### src/rtl/mem_arbiter.sv
// mem_arbiter: round-robin arbiter and sequencer sharing one single-port
// memory between NUM_REQ requesters. One command per grant, a bounded wait
// for the memory's registered ready, then a one-cycle completion pulse.
module mem_arbiter #(
    parameter int NUM_REQ    = 4,
    parameter int WIDTH      = 16,
    parameter int DEPTH      = 64,
    parameter int ADDR_WIDTH = $clog2(DEPTH),
    parameter int ID_WIDTH   = $clog2(NUM_REQ),
    parameter int TIMEOUT    = 15
) (
    input  logic                          clk,
    input  logic                          rst,
    input  logic [NUM_REQ-1:0]            req_valid_i,
    input  logic [NUM_REQ-1:0]            req_wr_rd_i,
    input  logic [NUM_REQ*ADDR_WIDTH-1:0] req_addr_i,
    input  logic [NUM_REQ*WIDTH-1:0]      req_wr_data_i,
    output logic [NUM_REQ-1:0]            req_ready_o,
    output logic [WIDTH-1:0]              rsp_rd_data_o,
    output logic [ID_WIDTH-1:0]           rsp_id_o,
    output logic                          rsp_err_o,
    output logic                          busy_o,
    output logic                          mem_valid_o,
    output logic                          mem_wr_rd_o,
    output logic [ADDR_WIDTH-1:0]         mem_addr_o,
    output logic [WIDTH-1:0]              mem_wr_data_o,
    input  logic [WIDTH-1:0]              mem_rd_data_i,
    input  logic                          mem_ready_i
);

    localparam int CW = ID_WIDTH + 1;

    typedef enum logic [1:0] {
        IDLE  = 2'd0,
        ISSUE = 2'd1,
        WAIT  = 2'd2,
        RESP  = 2'd3
    } state_t;

    state_t                  state_q, state_d;
    logic [ID_WIDTH-1:0]     ptr_q, ptr_d;
    logic [ID_WIDTH-1:0]     grant_q, grant_d;
    logic                    cmd_wr_q, cmd_wr_d;
    logic [ADDR_WIDTH-1:0]   cmd_addr_q, cmd_addr_d;
    logic [WIDTH-1:0]        cmd_data_q, cmd_data_d;
    logic [7:0]              cnt_q, cnt_d;
    logic [NUM_REQ-1:0]      req_ready_q, req_ready_d;
    logic [WIDTH-1:0]        rsp_data_q, rsp_data_d;
    logic [ID_WIDTH-1:0]     rsp_id_q, rsp_id_d;
    logic                    rsp_err_q, rsp_err_d;
    logic                    busy_q, busy_d;
    logic                    mem_valid_q, mem_valid_d;

    logic                    sel_found;
    logic [ID_WIDTH-1:0]     sel_idx;
    logic [CW-1:0]           cand;
    logic [ID_WIDTH-1:0]     ptr_next;

    // Round-robin pick: first valid requester scanning from ptr, wrapping at NUM_REQ
    always_comb begin
        sel_found = 1'b0;
        sel_idx   = '0;
        cand      = '0;
        for (int unsigned i = 0; i < NUM_REQ; i++) begin
            cand = {1'b0, ptr_q} + CW'(i);
            if (cand >= CW'(NUM_REQ)) begin
                cand = cand - CW'(NUM_REQ);
            end
            if (!sel_found && req_valid_i[cand[ID_WIDTH-1:0]]) begin
                sel_found = 1'b1;
                sel_idx   = cand[ID_WIDTH-1:0];
            end
        end
    end

    // Pointer successor of the current grant with explicit wrap
    always_comb begin
        ptr_next = (grant_q == ID_WIDTH'(NUM_REQ - 1)) ? '0 : grant_q + ID_WIDTH'(1);
    end

    // Next-state and registered-output computation for the sequencer
    always_comb begin
        state_d     = state_q;
        ptr_d       = ptr_q;
        grant_d     = grant_q;
        cmd_wr_d    = cmd_wr_q;
        cmd_addr_d  = cmd_addr_q;
        cmd_data_d  = cmd_data_q;
        cnt_d       = cnt_q;
        req_ready_d = '0;
        rsp_data_d  = rsp_data_q;
        rsp_id_d    = rsp_id_q;
        rsp_err_d   = rsp_err_q;
        busy_d      = busy_q;
        mem_valid_d = 1'b0;

        case (state_q)
            IDLE: begin
                if (sel_found) begin
                    grant_d     = sel_idx;
                    cmd_wr_d    = req_wr_rd_i[sel_idx];
                    cmd_addr_d  = req_addr_i[sel_idx*ADDR_WIDTH +: ADDR_WIDTH];
                    cmd_data_d  = req_wr_data_i[sel_idx*WIDTH +: WIDTH];
                    mem_valid_d = 1'b1;
                    busy_d      = 1'b1;
                    state_d     = ISSUE;
                end
            end
            ISSUE: begin
                cnt_d   = '0;
                state_d = WAIT;
            end
            WAIT: begin
                if (mem_ready_i) begin
                    rsp_data_d  = cmd_wr_q ? '0 : mem_rd_data_i;
                    rsp_err_d   = 1'b0;
                    rsp_id_d    = grant_q;
                    req_ready_d = NUM_REQ'(1) << grant_q;
                    state_d     = RESP;
                end else if (cnt_q == 8'(TIMEOUT - 1)) begin
                    rsp_data_d  = '0;
                    rsp_err_d   = 1'b1;
                    rsp_id_d    = grant_q;
                    req_ready_d = NUM_REQ'(1) << grant_q;
                    state_d     = RESP;
                end else begin
                    cnt_d = cnt_q + 8'd1;
                end
            end
            RESP: begin
                ptr_d      = ptr_next;
                rsp_data_d = '0;
                rsp_id_d   = '0;
                rsp_err_d  = 1'b0;
                busy_d     = 1'b0;
                state_d    = IDLE;
            end
            default: begin
                state_d = IDLE;
                busy_d  = 1'b0;
            end
        endcase
    end

    // State and output registers, cleared asynchronously on reset
    always_ff @(posedge clk or negedge rst) begin
        if (!rst) begin
            state_q     <= IDLE;
            ptr_q       <= '0;
            grant_q     <= '0;
            cmd_wr_q    <= 1'b0;
            cmd_addr_q  <= '0;
            cmd_data_q  <= '0;
            cnt_q       <= '0;
            req_ready_q <= '0;
            rsp_data_q  <= '0;
            rsp_id_q    <= '0;
            rsp_err_q   <= 1'b0;
            busy_q      <= 1'b0;
            mem_valid_q <= 1'b0;
        end else begin
            state_q     <= state_d;
            ptr_q       <= ptr_d;
            grant_q     <= grant_d;
            cmd_wr_q    <= cmd_wr_d;
            cmd_addr_q  <= cmd_addr_d;
            cmd_data_q  <= cmd_data_d;
            cnt_q       <= cnt_d;
            req_ready_q <= req_ready_d;
            rsp_data_q  <= rsp_data_d;
            rsp_id_q    <= rsp_id_d;
            rsp_err_q   <= rsp_err_d;
            busy_q      <= busy_d;
            mem_valid_q <= mem_valid_d;
        end
    end

    assign req_ready_o   = req_ready_q;
    assign rsp_rd_data_o = rsp_data_q;
    assign rsp_id_o      = rsp_id_q;
    assign rsp_err_o     = rsp_err_q;
    assign busy_o        = busy_q;
    assign mem_valid_o   = mem_valid_q;
    assign mem_wr_rd_o   = cmd_wr_q;
    assign mem_addr_o    = cmd_addr_q;
    assign mem_wr_data_o = cmd_data_q;

endmodule

### config.mk
export PLATFORM = sky130hd
export DESIGN_NAME = mem_arbiter
export DESIGN_NICKNAME = d
export VERILOG_FILES = /design/src/rtl/mem_arbiter.sv
export SDC_FILE = /design/constraint.sdc
export NUM_CORES = 1
export LEC_CHECK = 0
export CAP_MARGIN = 25
export CORE_ASPECT_RATIO = 0.5
export CORE_MARGIN = 10
export CORE_UTILIZATION = 37
export DETAILED_ROUTE_END_ITERATION = 10
export PLACE_DENSITY = 0.78
export SYNTH_ARGS = -nofsm -noshare
export SYNTH_HDL_FRONTEND = slang
export SYNTH_SLANG_ARGS = --single-unit
### constraint.sdc
create_clock -name clk -period 1.72 [get_ports clk]
set_input_delay 0.43 -clock clk [delete_from_list [all_inputs] [get_ports clk]]
set_output_delay 0.43 -clock clk [all_outputs]
set_load 0.01 [all_outputs]
* Yosys cells after proc, flatten, opt, wreduce, memory -nomap -nowiden
Index checks and enable logic that the tools add are counted.
** Storage, ports and cells
- Input bits :: 115
- Word-level logic and storage cells :: 106
- Output and inout port bits :: 48
- Register bits after elaboration :: 62
** Cells by class
- Add/subtract/negate cells :: 9
- Reduce and logical (&&, ||, !) cells :: 15
- Equality and inequality tests :: 9
- Mux-type cells :: 47
- Shifts and indexed selects :: 3
- Magnitude comparators :: 9
- Multipliers :: 1
** Operator list (count)
- indexed part select 64 x 7 -> 16 bit :: 1
- 2-to-1 mux 16 bit :: 3
- case mux 16 bit (2 select lines) :: 1
- 2-to-1 mux 2 bit :: 14
- indexed part select 24 x 6 -> 6 bit :: 1
- 2-to-1 mux 8 bit :: 2
- case mux 8 bit (2 select lines) :: 1
- < comparator 2 x 3 -> 1 bit (second input constant) :: 5
- 2-to-1 mux 1 bit :: 14
- 2-to-1 mux 4 bit :: 3
- binary-select mux 1 bit (select 2 bit) :: 5
- greater-or-equal comparator 3 bit (second input constant) :: 3
- adder 8 x 1 -> 8 bit (second input constant) :: 1
- == test 8 x 4 -> 1 bit (second input constant) :: 1
- case mux 2 bit (4 select lines) :: 1
- AND reduction 2 bit :: 4
- subtractor 2 x 1 -> 2 bit (second input constant) :: 4
- adder 2 x 2 -> 3 bit (second input constant) :: 2
- == test 2 bit (second input constant) :: 3
- inequality test 2 bit (second input constant) :: 3
- nonzero test 2 bit :: 3
- multiplier 2 x 2 -> 4 bit (second input constant) :: 1
- case mux 1 bit (2 select lines) :: 2
- case mux 2 bit (2 select lines) :: 1
- 10 further kinds :: 14

* Depth between registers and ports, before layout
- Word-level depth :: 16
- Mapped depth :: 8
- Mapped depth without buffers :: 7

* Worst setup path after synthesis
Ideal clock, no wire load.
- Path kind :: register to register
- Start :: register state_q[0]
- End :: register rsp_data_q[0] (netlist: rsp_rd_data_o[0])
- Slack :: -0.103 ns
- Arrival :: 1.706 ns
- Buffers on the path :: 1
- Cell stages (with the launch flop) :: 9
- Period minus slack after synthesis :: 1.823 ns
- Setup time :: 0.117 ns
- Required time :: 1.603 ns
- Path through :: dfrtp_1 inv_1 ha_1 inv_2 a311oi_4 nor2_2 buf_2 nand3_1 nand2_1
** Between the ends
- Cells in the longest elaborated chain, start to end :: 3
- Elaborated cells between the ends (all ways) :: 6
- Classes of those cells :: 3 x eq/ne; 1 x mux; 2 x reduce/logical
** Ends and longest elaborated chain
- start, declared :: RTL line 40 : state_t state_q, state_d;
- start signal, assigned :: RTL line 162 : state_q <= state_d;
- == test 2 bit :: RTL line 97 : case (state_q)
- inequality test 3 bit (no source line) / nonzero test 2 bit (equally long branches)
- AND reduction 2 bit (no source line)
- end signal, assigned :: RTL line 170 : rsp_data_q <= rsp_data_d;
- end, declared :: RTL line 48 : logic [WIDTH-1:0] rsp_data_q, rsp_data_d;
Several ways; a longest one is shown, not always the timed one.
A chain may end at the register's enable or synchronous reset.

* Worst setup path in the final report
- Start :: input port req_valid_i[2]
- End :: register cmd_addr_q[3] (netlist: mem_addr_o[3])
** Between the ends
- Cells in the longest elaborated chain, start to end :: 14
- Elaborated cells between the ends (all ways) :: 25
- Classes of those cells :: 1 x mul; 1 x shift; 16 x mux; 7 x reduce/logical
** Ends and longest elaborated chain
- start, declared :: RTL line 14 : input logic [NUM_REQ-1:0] req_valid_i,
- binary-select mux 1 bit (select 2 bit) :: RTL line 69 : if (!sel_found && req_valid_i[cand[ID_WIDTH-1:0]]) begin
- 2-to-1 mux 1 bit (implied by the code) :: RTL line 69
- 2-to-1 mux 1 bit :: RTL line 69
- logical NOT 1 bit :: RTL line 69
- logical AND 1 bit :: RTL line 69
- 2-to-1 mux 1 bit :: RTL line 69
- logical NOT 1 bit :: RTL line 69
- logical AND 1 bit :: RTL line 69
- 2-to-1 mux 1 bit :: RTL line 69
- logical NOT 1 bit :: RTL line 69
- logical AND 1 bit :: RTL line 69
- 2-to-1 mux 2 bit :: RTL line 69
- multiplier 2 x 2 -> 4 bit :: RTL line 102 : cmd_addr_d = req_addr_i[sel_idx*ADDR_WIDTH +: ADDR_WIDTH];
- indexed part select 24 x 6 -> 6 bit :: RTL line 102
- end signal, assigned :: RTL line 166 : cmd_addr_q <= cmd_addr_d;
- end, declared :: RTL line 44 : logic [ADDR_WIDTH-1:0] cmd_addr_q, cmd_addr_d;
Several ways; a longest one is shown, not always the timed one. The select of a mux whose other input is x is not followed.

==> results list <==
- The flow ran to the end, but the final reports show violations.
* Violations in the final reports: negative setup slack
* Most common library cell in the layout ignoring fill and taps: clkdlybuf4s50_1
* Post-route non-filler standard cell count: approximately 640
- Synthesis Warnings: 0
- Clock tree synthesis selected as its root buffer the cell clkbuf_16.
* Global router's overall resource usage: approximately 18%
* First-pass GRT wire length: 18,900 um
- Clock-pin slew reported for the worst setup and hold paths after clock tree synthesis: approximately 0.05 ns
- At the pin with the least slew margin, the transition time is 0.523 ns.
- Share of cells above drive strength 1: about 25%
- Kind of critical path: in -> reg
- Data required time at the worst endpoint: around 1.9 ns
- For this run, the detailed router's first-pass iteration total came to 4.
- Dividing total power by cell area gives a power density of 1570 nW/um^2.
* Num Clock Sinks: just over 60
* Quantity of hold-fixing buffers added after cts: 0
- The worst-case IR drop observed on VDD is ~0.83 mV.
- Derived from the worst setup path, the maximum achievable clock frequency is 0.527 GHz.
- Post-route worst setup slack: -0.176 ns
- Max-cap violations in this run came to 0.
* Number of H-tree levels: 3
* Unrepaired setup endpoints after global routing: true
- Total number of vias: ~3,300
* Final Hold Viols: 0
- Final estimated routing congestion in global placement: between 0.8 and 0.9
* P_leak: about 2.8 nW
- Synthesis handed over a netlist of 310 instances.
* Ratio of final minimum period to clock period: 110%
- After the first detailed-routing iteration, the DRC count stood at about 120.
* CP max FO: 8
- The library cells used most frequently in the layout, excluding fill and tap cells, are 136 x clkdlybuf4s50_1, 61 x dfrtp_1, 38 x nand2_1.
* Die Span X: ~150 um
- In the routed design, unresolved DRC markers number 0.
* Detail-routed via count per cell: approximately 5
- The worst setup path is captured at a flip-flop.
- The number of different library cells used by synthesis comes to just over 40.
* Via count of the first global-routing pass: 3,602
- Max_slew headroom: 65.2%
* Arrival time worst endpoint: ~2.1 ns
- Diode insertion count for antenna repair: 0
* Hold Worst Slack: ~0.072 ns
* Util after Layout: a little over two thirds
* TritonCTS buffer count: 9
- After the last flow step, the layout net total stands at roughly 640.
- Wires add up to approximately 12,000 um.
* Worst setup startpoint: req_valid_i[2]
- In this run the cell area of the synthesized design comes to 3270 sq um.
- The total overflow left after global routing is 0.
* Syn Nets: 436
* Min Tclk post-route: 1.90 ns
- From synthesis to final layout, the design area changed by 85.0%.
- Detailed placement finished with a half-perimeter wire length of 8640 um.
- FF-to-FF Start: ptr_q[1]
* Share of synthesized area occupied by flip-flops and latches: a little under half
- Setup violations remaining at the end of the flow were counted as 23.
- At the placement stage, the worst setup path has a slack of -0.606 ns.
- The core region is between 8000 and 9000 sq um.
* Clock latency at the later pin of the worst-skew pair: between 0.3 and 0.4 ns
* Post-Syn Area per Cell: approximately 11 sq um
* Number of nets with antenna violations after detailed routing: 0
- STA classifies the critical path startpoint as a primary input.
- Between clock sinks in the finished design, the worst skew comes to ~0.0067 ns.
- For this configuration, the core starts out at a cell density of around 38%.
- Type of the worst min-delay path: in -> async
- Finished Cell Area: roughly 6000 sq um
- The floorplan step defined a die boundary enclosing roughly 13,000 sq um.
- Floorplan row count: 24
- Maximum number of pins on one net before global-route repair: 22
* CTS tree: built
- No sink is reached through more buffers than the 2 on the longest clock path.
* Pins over their slew limit: 0
- Fill cells: roughly 620
- From bottom edge to top edge, the die measures approximately 86 um.
- Number of placed I/O pins: around 160
- Number of port buffers: about 160
- The number of antenna violations at the first check in global routing came to 0.
- Cell count after placement: between 600 and 700
- Detailed-route wire length per cell: about 19 um
- The placed instances occupy a cell area of 5350 sq um.
- In this run, synthesis produced a sequential element count of 62.
==> cell families after synthesis <==
family / after synthesis / synth area share (%)
muxes: 49 / 15.9
xor gates and xnor gates: 4 / 1.07
buffers and inverters: 25 / 4.44
DFF: 62 / 47.5
and+or+nand+nor: 87 / 12.5
adders and majority gates: 11 / 4.21
AOI/OAI and AO/OA: 72 / 14.4
==> through the flow <==
stage / setup TNS (ns) / total power [mW]
2_1_floorplan: -0.363 / 4.71
6_report: -3.30 / 9.51
5_1_grt: -4.32 / 10.1
4_1_cts: -1.84 / 9.54
3_3_place_gp: -17.43 / 6.95
3_5_place_dp: -18.05 / 7.04
==> synth_stat cells, drive strengths merged <==
master,n,share of area [%]
nor4,1,0.19
a21o,1,0.23
and4bb,1,0.38
dfrtp,62,47
nand3,16,2.5
a31oi,2,0.38
mux2i,25,7.7
buf,10,2.7
nor2,12,1.5
nor2b,2,0.38
o2bb2ai,1,0.27
or3b,1,0.27
o32a,1,0.31
and2,6,1.1
nand2,38,4.4
a21boi,1,0.23
a22o,3,0.80
a311oi,1,0.80
nor3,3,0.46
a311o,1,0.31
ha,11,4.2
a21oi,25,3.8
o22ai,24,4.6
o21ai,9,1.5
nand4,4,0.77
nand3b,1,0.23
mux2,24,8.3
inv,8,0.92
clkbuf,7,0.80
o221ai,2,0.92
o21a,1,0.23
and3,2,0.38
xor2,4,1.1
==> critical path, cell delays in order <==
cell and delay [ns]:
dlygate4sd2_1 0.34, or3b_4 0.43, o221ai_4 0.07, buf_4 0.15, buf_12 0.13, buf_8 0.14, buf_6 0.11, mux2i_1 0.19
a21oi_1 0.10
==> registers in the layout, summed over array words and instances (netlist names), 2 cells and up <==
signal and cells:
mem_wr_data_o 16, rsp_rd_data_o 16, rsp_id_o 2, ptr_q 2, cnt_q 8, req_ready_o 4, state_q 2, mem_addr_o 6
grant_q 2
==> layout make-up <==
| cell class | instances | area (sq um) | share of cell area (%) |
|---|---|---|---|
| repair buffers | 213 | 2170 | 35.9 |
| multi-input cells | 223 | 1850 | 30.7 |
| flip-flops and latches | 62 | 1550 | 25.7 |
| clock buffers | 10 | 239 | 3.95 |
| well taps | 117 | 146 | 2.42 |
| clock inverters | 5 | 50.0 | 0.828 |
| inverters | 8 | 30.0 | 0.497 |
==> worst paths after layout <==
kind | endpoint | slack, ns | cells after the start
worst max register to register | mem_addr_o[3] | -0.14 | 8
max in group asynchronous | rsp_rd_data_o[9] | 1.13 | 2
min in group clk | rsp_rd_data_o[10] | 0.46 | 2
worst min register to register | rsp_rd_data_o[10] | 0.46 | 2
worst max-delay path | mem_addr_o[3] | -0.18 | 9
worst min-delay path | rsp_id_o[0] | 0.07 | 1
==> report_power, final <==
group	internal, mW	leakage, nW	switching [mW]
Sequential	2.06	0.772	0.398
Combinational	2.87	1.92	2.39
Clock	1.14	0.148	0.644
Total	6.07	2.84	3.43
==> metal layers <==
layer / global-route usage, % / wire length [um] / vias up
met5: 0 / 0 / -
li1: - / - / 1532
met1: 18.2 / 4560 / 1589
met4: 7.40 / 374 / 0
met3: 7.91 / 955 / 25
met2: 31.2 / 6020 / 106
==> repair_timing <==
action / 4_1_cts / 5_1_grt
gates resized for setup: 63 / 29
gates cloned: 1 / 0
endpoints found under the setup margin: 30 / 40
setup buffers: 12 / 2
pin swaps: 25 / 5
Note: power is estimated with default switching activity, not from simulation.
